==> src/rtl/bus_arbiter.sv <==
// Two-master round-robin arbiter in front of a single system bus port.
// Serves the core and the debug module one transaction at a time, with decode and timeout faults.
module bus_arbiter #(
    parameter int DataWidth    = 32,
    parameter int AddressWidth = 32,
    parameter int Timeout      = 16
) (
    input  logic                    clk,
    input  logic                    rst,
    input  logic                    c_req,
    input  logic                    c_we,
    input  logic [DataWidth/8-1:0]  c_be,
    input  logic [AddressWidth-1:0] c_addr,
    input  logic [DataWidth-1:0]    c_wdata,
    output logic                    c_gnt,
    output logic                    c_done,
    output logic                    c_err,
    input  logic                    d_req,
    input  logic                    d_we,
    input  logic [DataWidth/8-1:0]  d_be,
    input  logic [AddressWidth-1:0] d_addr,
    input  logic [DataWidth-1:0]    d_wdata,
    output logic                    d_gnt,
    output logic                    d_done,
    output logic                    d_err,
    output logic [DataWidth-1:0]    rdata,
    output logic                    m_req,
    output logic                    m_we,
    output logic [DataWidth/8-1:0]  m_be,
    output logic [AddressWidth-1:0] m_addr,
    output logic [DataWidth-1:0]    m_wdata,
    input  logic                    m_hit,
    input  logic                    m_ready,
    input  logic [DataWidth-1:0]    m_rdata
);

    localparam int BeWidth    = DataWidth / 8;
    localparam int CountWidth = $clog2(Timeout + 1);
    localparam logic [CountWidth-1:0] CountLast = CountWidth'(Timeout - 1);

    typedef enum logic [1:0] {IDLE, BUSY, RESP} state_t;

    state_t                  state;
    state_t                  state_next;
    logic [CountWidth-1:0]   count;
    logic                    owner_debug;
    logic                    last_debug;
    logic                    err_flag;
    logic [DataWidth-1:0]    rdata_q;
    logic                    cap_we;
    logic [BeWidth-1:0]      cap_be;
    logic [AddressWidth-1:0] cap_addr;
    logic [DataWidth-1:0]    cap_wdata;

    logic grant;
    logic pick_debug;
    logic finish;
    logic fault;

    // The first BUSY cycle is the only one with a zero count, so it doubles as the decode check point.
    always_comb begin
        state_next = state;
        grant      = 1'b0;
        pick_debug = 1'b0;
        finish     = 1'b0;
        fault      = 1'b0;
        c_gnt      = 1'b0;
        d_gnt      = 1'b0;
        c_done     = 1'b0;
        d_done     = 1'b0;
        c_err      = 1'b0;
        d_err      = 1'b0;
        m_req      = 1'b0;
        m_we       = 1'b0;
        m_be       = '0;
        m_addr     = '0;
        m_wdata    = '0;
        unique case (state)
            IDLE: begin
                if (c_req || d_req) begin
                    grant      = 1'b1;
                    pick_debug = d_req && (!c_req || !last_debug);
                    state_next = BUSY;
                end
            end
            BUSY: begin
                m_req   = 1'b1;
                m_we    = cap_we;
                m_be    = cap_be;
                m_addr  = cap_addr;
                m_wdata = cap_wdata;
                if (count == '0 && !m_hit) begin
                    fault      = 1'b1;
                    state_next = RESP;
                end else if (m_ready) begin
                    finish     = 1'b1;
                    state_next = RESP;
                end else if (count == CountLast) begin
                    fault      = 1'b1;
                    state_next = RESP;
                end
            end
            RESP: begin
                state_next = IDLE;
                c_done     = !owner_debug && !rst;
                d_done     = owner_debug && !rst;
                c_err      = !owner_debug && !rst && err_flag;
                d_err      = owner_debug && !rst && err_flag;
            end
            default: state_next = IDLE;
        endcase
        c_gnt = grant && !pick_debug && !rst;
        d_gnt = grant && pick_debug && !rst;
    end

    assign rdata = rdata_q;

    // Capture the winner at the grant edge; rdata only changes on entry to RESP.
    always_ff @(posedge clk) begin
        if (rst) begin
            state       <= IDLE;
            count       <= '0;
            owner_debug <= 1'b0;
            last_debug  <= 1'b1;
            err_flag    <= 1'b0;
            rdata_q     <= '0;
            cap_we      <= 1'b0;
            cap_be      <= '0;
            cap_addr    <= '0;
            cap_wdata   <= '0;
        end else begin
            state <= state_next;
            if (grant) begin
                owner_debug <= pick_debug;
                last_debug  <= pick_debug;
                count       <= '0;
                err_flag    <= 1'b0;
                cap_we      <= pick_debug ? d_we    : c_we;
                cap_be      <= pick_debug ? d_be    : c_be;
                cap_addr    <= pick_debug ? d_addr  : c_addr;
                cap_wdata   <= pick_debug ? d_wdata : c_wdata;
            end
            if (state == BUSY && !m_ready) begin
                count <= count + CountWidth'(1);
            end
            if (fault) begin
                err_flag <= 1'b1;
                rdata_q  <= '0;
            end else if (finish) begin
                err_flag <= 1'b0;
                rdata_q  <= cap_we ? '0 : m_rdata;
            end
        end
    end

endmodule

==> config.mk <==
export PLATFORM = sky130hd
export DESIGN_NAME = bus_arbiter
export DESIGN_NICKNAME = d
export VERILOG_FILES = /design/src/rtl/bus_arbiter.sv
export SDC_FILE = /design/constraint.sdc
export NUM_CORES = 1
export LEC_CHECK = 0
export CORE_MARGIN = 4
export CORE_UTILIZATION = 39
export DETAILED_ROUTE_END_ITERATION = 10
export GPL_TIMING_DRIVEN = 0
export PLACE_DENSITY = 0.8
export SLEW_MARGIN = 20
export SYNTH_ARGS = -nofsm -noshare
export SYNTH_HDL_FRONTEND = slang
export SYNTH_SLANG_ARGS = --single-unit
==> constraint.sdc <==
create_clock -name clk -period 2.36 [get_ports clk]
set_input_delay 0.472 -clock clk [delete_from_list [all_inputs] [get_ports clk]]
set_output_delay 0.472 -clock clk [all_outputs]
set_load 0.02 [all_outputs]
==> flow_summary.toml, run 1 <==
[final_layout]
n_antenna_cell = 0
drive_gt1_frac = 0.09651
finalInstanceArea_um2 = 8662
multi_input_area_um2 = 2794
fillers = 1181
final_cell_count_no_fill = 1150
nNetsFinal = 1148
regArea_um2 = 2225
area_growth_pct = 64.60

[timing]
slew_headroom = 0.6398
rsz0062_at_grt = "true"
post-route-period-util = 0.9671
finalClockSkew_ns = 0.003961
setup_viol_count_final = 0
slew_viol_final = 0
max_freq_mhz = 438.2
tns_ns = 0
worstMarginPinSlew_ns = 0.5403
final.min_clock_period_ns = 2.282
hold_viol = 0

[synth]
yosys_warnings = 0
synth_cell_type_count = 33
synth_edf_count = 0
synth_cells = 672
synthesis.nets = 851
synth_top_cell_by_area = "dfxtp_1"
ys_ff_latch = 111
seq_area_frac_synth = 0.4223
ys_top_cells_by_area = "dfxtp_1 42%, nor3_1 14%, o21ai_0 9.7%"
syn_area_per_cell_um2 = 7.831
synth.top_cell.area_share = 0.4223
synth_area_um2 = 5263
ys.flop_type = "dfxtp_1"
ys_async_sr_fraction = 0

[routing]
first_iter_violations = 326
vias = 5883
viasPerCell = 5.116
ant_nets = 0
dr.pass1.iters = 5
wl_per_cell_um = 16.70
wl_mm = 19.21
drc = 0

[pwr]
power_density_nw_per_um2 = 590.9
p_leak_nw = 3.494
seqPwrFrac = 0.414
p_total_mw = 5.118
p_int_mw = 3.640
clkPwrFrac = 0.334
swShare = 0.2889
pwr-share-comb = 0.252
vdd_drop_max_v = 0.0003164
p_sw_mw = 1.479

[cts]
clkSlewWorstSetupHoldPaths_ns = 0.07
cts.sinks = 111
cts.path.max_buffers = 2
htreeDepth = 3
cts_tree = "built"
cts_buffers = 9
clk-insertion-delay-late_ns = 0.35
ctsHoldBuffers = 0
clockRootBuffer = "clkbuf_16"

[floorplan]
core_um2 = 13240
die_w_um = 124.2
start_util = 0.3974
dieArea_um2 = 15420
rows = 42
die-height_um = 124.2
pin_count = 284

[worst_setup_path]
startpoint = "rst"
crit_buf_inv = 2
crit_type = "input pin to output port"
cp_top_family = "buffers and inverters"
critical_path_arrival_ns = 1.81
cpPeakStageDelay_ns = 0.51
slowest_stage = "clkdlybuf4s50_1"
end_kind = "output port"
start_kind = "input pin"
cp.required_ns = 1.89
r2r_start = "count[0]"
path_cells = "clkdlybuf4s50_1 > nor3b_2 > nor2b_1 > and2_1 > clkdlybuf4s15_2"
crit_fanout = 5

[placement]
gp_congestion = 0.8361
dp_hpwl_mm = 14.50
placed_area_um2 = 8315
portBuffers = 283
dp.cells = 1131

[global_routing]
grt_overflow = 0
grt_pass1_wl_mm = 28.97
antenna_found_initial = 0
grt_max_degree = 18
grt_pass1_vias = 5823
grtUsageTotal = 0.2412

[job]
cap_violations = 0

[hold_path]
hold_path.startpoint = "rdata[24]"
hp-class = "flop to flop"

[outcome]
status = "complete, no violations"
## repair_timing
item                                   4_1_cts  5_1_grt
resized for setup                          107        6
setup endpoints to repair                   76        7
setup buffers                                1        2
cloned                                       1        0
pin swaps                                    2        2
endpoints found under the hold margin        0        0
## worst min-delay path, stage by stage, from the launching register on
cell and delay, ns:
dfxtp_1 0.31, o21ai_0 0.09, a21oi_2 0.05
## cells in the mapped netlist (2+ instances only)
| library cell | n |
|---|---|
| nand2b_1 | 2 |
| buf_2 | 15 |
| clkbuf_1 | 42 |
| a211oi_1 | 2 |
| o21ai_0 | 102 |
| inv_1 | 5 |
| nand3b_1 | 33 |
| nand2_1 | 5 |
| ha_1 | 3 |
| a21oi_2 | 30 |
| dfxtp_1 | 111 |
| nand3_1 | 5 |
| nor3_1 | 142 |
| buf_6 | 3 |
| and2_1 | 71 |
| and3_1 | 4 |
| a21oi_1 | 8 |
| nor3b_1 | 2 |
| nor2_1 | 73 |
## cells by family after synthesis
| logic type | after synthesis | synth area share |
|---|---|---|
| compound gates | 147 | 0.1667 |
| simple gates | 343 | 0.3462 |
| flops | 111 | 0.4223 |
| fa+ha+maj | 3 | 0.007133 |
| mux | 1 | 0.002140 |
| buf+inv | 67 | 0.05563 |
## registers in the layout, indices dropped and copies added, names as in the netlist
register,cells
state,2
owner_debug,1
rdata,32
cap_wdata,32
cap_addr,32
count,5
last_debug,1
err_flag,1
cap_be,4
cap_we,1
## through the flow
stage          hold slack, ns  utilization  setup WS [ns]
6_report               0.4906       0.6541        0.07773
5_1_grt                0.5069       0.6541       -0.01734
4_1_cts                0.4844       0.6516        -0.1889
3_5_place_dp           0.4662       0.6279        -0.8312
3_3_place_gp           0.4603       0.6279        -0.8293
2_1_floorplan          0.4378            -         0.3923
## per-layer routing
metal / vias to the layer above / track usage / routed length, um
li1: 2915 / - / -
met1: 2706 / 0.2674 / 7619
met2: 235 / 0.4328 / 9359
met3: 27 / 0.08084 / 1830
met4: 0 / 0.07871 / 397
met5: - / 0 / 0
## area by class of cell
class | count | share of cell area
Sequential cell | 111 | 0.2568
Timing Repair inverter | 1 | 0.0008667
Clock buffer | 11 | 0.02918
Buffer | 60 | 0.03337
Tap cell | 176 | 0.02542
Clock inverter | 5 | 0.009245
Timing Repair Buffer | 286 | 0.3197
Multi-Input combinational cell | 494 | 0.3225
Inverter | 6 | 0.002889
## power groups by stage
stage,sequential [mW],combinational [mW],clock (mW)
floorplan,2.15,0.645,0
global placement,2.15,1.30,0
detailed placement,2.16,1.31,0
CTS,2.12,1.29,1.73
global route,2.14,1.41,1.80
finish,2.12,1.29,1.71
## final timing paths
path | to | slack (ns) | depth (start not counted)
worst max-delay path | c_err | 0.08 | 5
worst min-delay path | rdata[24] | 0.49 | 2
worst max register to register | rdata[31] | 0.54 | 7
worst min register to register | rdata[24] | 0.49 | 2
## cells in the final DEF (no fill, tap or decap), types with 3 or more instances in the layout
cell	instances
a21oi_1	8
a21oi_2	30
and2_1	71
and3_1	4
buf_2	12
buf_4	5
buf_6	3
clkbuf_1	33
clkbuf_16	9
clkbuf_2	6
clkbuf_4	4
clkdlybuf4s50_1	205
clkinvlp_4	3
dfxtp_1	109
dlygate4sd2_1	73
ha_1	3
inv_1	5
nand2_1	4
nand3_1	4
nand3b_1	33
nor2_1	72
nor3_1	142
o21ai_0	102
(Power assumes the default switching activity.)
==> run 2: changes to the inputs <==
--- a/config.mk
+++ b/config.mk
@@ -9,6 +9,7 @@
 export CORE_UTILIZATION = 39
 export DETAILED_ROUTE_END_ITERATION = 10
 export GPL_TIMING_DRIVEN = 0
+export MAX_ROUTING_LAYER = met4
 export PLACE_DENSITY = 0.8
 export SLEW_MARGIN = 20
 export SYNTH_ARGS = -nofsm -noshare
==> flow_summary.toml, run 2 (synthesis gave the netlist of run 1 again) <==
[floorplan]
rows = 42
start_util = 0.3974
die-height_um = 124.2
dieArea_um2 = 15420
die_w_um = 124.2
core_um2 = 13240
pin_count = 284

[placement]
portBuffers = 283
dp.cells = 1131
gp_congestion = 0.8490
dp_hpwl_mm = 14.50
post-place-ws_ns = -0.8312
placed_area_um2 = 8315

[cts]
clkSlewWorstSetupHoldPaths_ns = 0.07
cts_tree = "built"
clockRootBuffer = "clkbuf_16"
cts_buffers = 9
cts.path.max_buffers = 2
htreeDepth = 3
clk-insertion-delay-late_ns = 0.35
cts.sinks = 111

[routing]
wl_mm = 19.21
vias = 5869
dr.pass1.iters = 5
viasPerCell = 5.103
ant_nets = 0
wl_per_cell_um = 16.70
first_iter_violations = 315
drc = 0

[global_routing]
grt_max_degree = 18
grtUsageTotal = 0.2480
met1_usage = 0.2789
grt_use_met2 = 0.4334
grt_pass1_vias = 5821
grt_busiest_layer = "met2"
grt_overflow = 0
antenna_found_initial = 0
grt_pass1_wl_mm = 28.94
use_met3 = 0.06085

[final_layout]
final_cell_count_no_fill = 1150
n_antenna_cell = 0
drive_gt1_frac = 0.09651
nNetsFinal = 1148
finalInstanceArea_um2 = 8662
final_common_cell = "clkdlybuf4s50_1"
utilization = 0.6541
final_cell_mix = "205 x clkdlybuf4s50_1, 142 x nor3_1, 109 x dfxtp_1"
area_growth_pct = 64.60

[worst_setup_path]
r2r_end = "rdata[19]"
crit_type = "input pin to output port"
critical_path_arrival_ns = 1.81
worstRegToRegCells = 7
rrSetupSlack_ns = 0.56
startpoint = "rst"
end_kind = "output port"
start_kind = "input pin"
crit_fanout = 5
r2r_start = "count[0]"
cp.required_ns = 1.89
cp-endpoint = "c_err"

[pwr]
power_density_nw_per_um2 = 590.8
p_leak_nw = 3.494
vdd_drop_max_v = 0.0003169

[timing]
slew_viol_final = 0
hold_slack_ns = 0.4891
max_freq_mhz = 438.2
postLayoutSetupSlackWorst_ns = 0.07794
setup_viol_count_final = 0
worstMarginPinSlew_ns = 0.5292
final.min_clock_period_ns = 2.282
hold_viol = 0
finalClockSkew_ns = 0.003332
slew_headroom = 0.6472
rsz0062_at_grt = "true"
post-route-period-util = 0.9670

[hold_path]
hold_path.startpoint = "rdata[24]"
hp-class = "flop to flop"

[job]
cap_violations = 0

[outcome]
status = "complete, no violations"
[run 2: cell counts in the layout (fill, tap and decap cells not counted)]
No cell type changed its count.
[run 2: worst min-delay path by stage]
stage                 endpoint  slack, ns  cells after the start
global placement      rdata[1]       0.46                      2
detailed placement  last_debug       0.47                      2
global route          rdata[7]       0.51                      2
CTS                 last_debug       0.48                      2
finish               rdata[24]       0.49                      2
floorplan             err_flag       0.44                      2
[run 2: where the power goes]
| part | total [mW] | switching, mW | internal (mW) |
|---|---|---|---|
| clock network | 1.71 | 0.721 | 0.988 |
| logic | 1.29 | 0.681 | 0.608 |
| registers | 2.12 | 0.0769 | 2.04 |
[run 2: critical path: stages]
cell and delay [ns]:
clkdlybuf4s50_1 0.51, nor3b_2 0.26, nor2b_1 0.18, and2_1 0.13, clkdlybuf4s15_2 0.26
[run 2: repair_timing]
action	CTS	global route
hold buffers	0	0
setup buffers	1	2
resized for setup	107	6
pin swaps	2	2
setup endpoints to repair	76	7
cloned	1	0
[run 2: per-layer routing]
layer,share of wire,up-vias
li1,-,2916
met1,0.41,2684
met2,0.49,241
met3,0.084,28
met4,0.021,0
met5,0,-
[run 2: stage by stage]
stage	power [mW]	TNS, ns
after floorplan	2.797	0
after global placement	3.452	-6.487
after detailed placement	3.464	-7.854
after CTS	5.133	-0.1889
after global routing	5.349	-0.01577
final	5.118	0
[run 2: layout make-up]
| class | count | area, um^2 |
|---|---|---|
| clock buffers | 11 | 252.7 |
| repair buffers | 286 | 2769 |
| clock inverters | 5 | 80.08 |
| plain buffers | 60 | 289.0 |
| repair inverters | 1 | 7.507 |
| multi-input cells | 494 | 2794 |
| well taps | 176 | 220.2 |
| flip-flops and latches | 111 | 2225 |
| fillers | 1181 | 4581 |
| inverters | 6 | 25.02 |
==> run 3: changes to the inputs <==
--- a/config.mk
+++ b/config.mk
@@ -11,7 +11,6 @@
 export GPL_TIMING_DRIVEN = 0
 export MAX_ROUTING_LAYER = met4
 export PLACE_DENSITY = 0.8
-export SLEW_MARGIN = 20
 export SYNTH_ARGS = -nofsm -noshare
 export SYNTH_HDL_FRONTEND = slang
 export SYNTH_SLANG_ARGS = --single-unit
==> constraint.sdc (replaced) <==
create_clock -name clk -period 2.36 [get_ports clk]
set_input_delay 0.472 -clock clk [delete_from_list [all_inputs] [get_ports clk]]
set_output_delay 0.472 -clock clk [all_outputs]
set_load 0.005 [all_outputs]
==> flow_summary.toml, run 3 (synthesis gave the netlist of run 1 again) <==
[final_layout]
nNetsFinal = 1152
regArea_um2 = 2227
drive_gt1_frac = 0.09816
area_growth_pct = 68.26
fillers = 1128
final_common_cell = "clkdlybuf4s50_1"
finalInstanceArea_um2 = 8855
final_cell_mix = "267 x clkdlybuf4s50_1, 142 x nor3_1, 109 x dfxtp_1"
n_antenna_cell = 0
multi_input_area_um2 = 2796
utilization = 0.6687

[pwr]
vdd_drop_max_v = 0.0003008
power_density_nw_per_um2 = 575.6
seqPwrFrac = 0.416
clkPwrFrac = 0.335
swShare = 0.2728
p_int_mw = 3.706
p_sw_mw = 1.391
pwr-share-comb = 0.249
p_leak_nw = 3.378

[placement]
placed_area_um2 = 8315
post-place-ws_ns = -0.7425
gp_congestion = 0.8490
dp_hpwl_mm = 14.50
portBuffers = 283

[routing]
drc = 0
viasPerCell = 5.095
wl_per_cell_um = 16.73
vias = 5880
first_iter_violations = 324
dr.pass1.iters = 5
ant_nets = 0
wl_mm = 19.31

[worst_setup_path]
critical_path_arrival_ns = 1.83
r2r_start = "count[1]"
end_kind = "output port"
start_kind = "flop"
crit_fanout = 10
startpoint = "state[1]"
cp.required_ns = 1.89
crit_type = "flop to output port"

[timing]
slew_headroom = 0.6378
worstMarginPinSlew_ns = 0.5433
final.min_clock_period_ns = 2.300
finalClockSkew_ns = 0.003300
post-route-period-util = 0.9747
tns_ns = 0
hold_viol = 0
postLayoutSetupSlackWorst_ns = 0.05965
slew_viol_final = 0
max_freq_mhz = 434.7
setup_viol_count_final = 0

[outcome]
status = "complete, no violations"

[cts]
cts_buffers = 9
cts_tree = "built"
htreeDepth = 3
clkSlewWorstSetupHoldPaths_ns = 0.07
ctsHoldBuffers = 0
clockRootBuffer = "clkbuf_16"
cts.sinks = 111
cts.path.max_buffers = 2
clk-insertion-delay-late_ns = 0.35

[global_routing]
antenna_found_initial = 0
grt_pass1_vias = 5840
grt_overflow = 0
grt_max_degree = 18
grtUsageTotal = 0.2485
grt_pass1_wl_mm = 29.01

[hold_path]
hold_path.startpoint = "rst"
hp-class = "input pin to flop"

[floorplan]
start_util = 0.3974
pin_count = 284
die_w_um = 124.2
rows = 42
dieArea_um2 = 15420
die-height_um = 124.2
core_um2 = 13240

[job]
cap_violations = 0
-- run 3: cell types whose count changed in the layout (fill, tap and decap cells not counted), sizes merged --
cell	previous run	this run
buf	21	28
clkbuf	54	51
clkdlybuf4s15	2	1
clkdlybuf4s50	205	267
dlygate4sd2	73	3
dlymetal6s2s	2	11
-- run 3: critical path, cell delays in order, from the launching register on --
cell and delay, ns:
dfxtp_4 0.37, nand2b_4 0.18, inv_6 0.10, clkbuf_8 0.16
and2_4 0.16, clkdlybuf4s50_1 0.50
-- run 3: power groups by stage --
stage / clock (mW) / combinational, mW / sequential (mW)
6_report: 1.71 / 1.27 / 2.12
3_5_place_dp: 0 / 1.21 / 2.16
3_3_place_gp: 0 / 1.21 / 2.15
5_1_grt: 1.80 / 1.39 / 2.14
4_1_cts: 1.73 / 1.27 / 2.12
2_1_floorplan: 0 / 0.565 / 2.14
-- run 3: timing repair --
item / in CTS / in global routing
gates cloned: 1 / 0
endpoints found under the setup margin: 76 / 31
buffers inserted: 5 / 3
resized for setup: 40 / 20
pin swaps: 2 / 2
-- run 3: cell type report --
| type | count | area share |
|---|---|---|
| timing repair buffer | 291 | 0.3288 |
| multi-input combinational | 494 | 0.3158 |
| sequential | 111 | 0.2515 |
| buffer | 59 | 0.03745 |
| clock buffer | 11 | 0.02854 |
| tap | 176 | 0.02487 |
| clock inverter | 5 | 0.009043 |
| inverter | 6 | 0.003109 |
| timing repair inverter | 1 | 0.0008478 |
-- run 3: final timing paths --
check | endpoint | slack [ns] | cells after the start
worst max-delay path | m_addr[2] | 0.06 | 5
worst min-delay path | err_flag | 0.38 | 2
worst max register to register | rdata[31] | 0.54 | 7
worst min register to register | last_debug | 0.48 | 2
-- run 3: metal layers --
layer,vias up,global-route usage,share of wire
met3,33,0.05858,0.079
met1,2678,0.2801,0.41
li1,2924,-,-
met4,0,0.08282,0.023
met2,245,0.4334,0.49
met5,-,-,0
-- run 3: metrics by stage --
stage | hold slack, ns | cells | power (mW)
after global placement | 0.4603 | 1131 | 3.357
after floorplan | 0.4378 | 672 | 2.703
final | 0.3782 | 1154 | 5.097
after global routing | 0.3862 | 1154 | 5.333
after detailed placement | 0.4662 | 1131 | 3.369
after CTS | 0.4844 | 1151 | 5.113
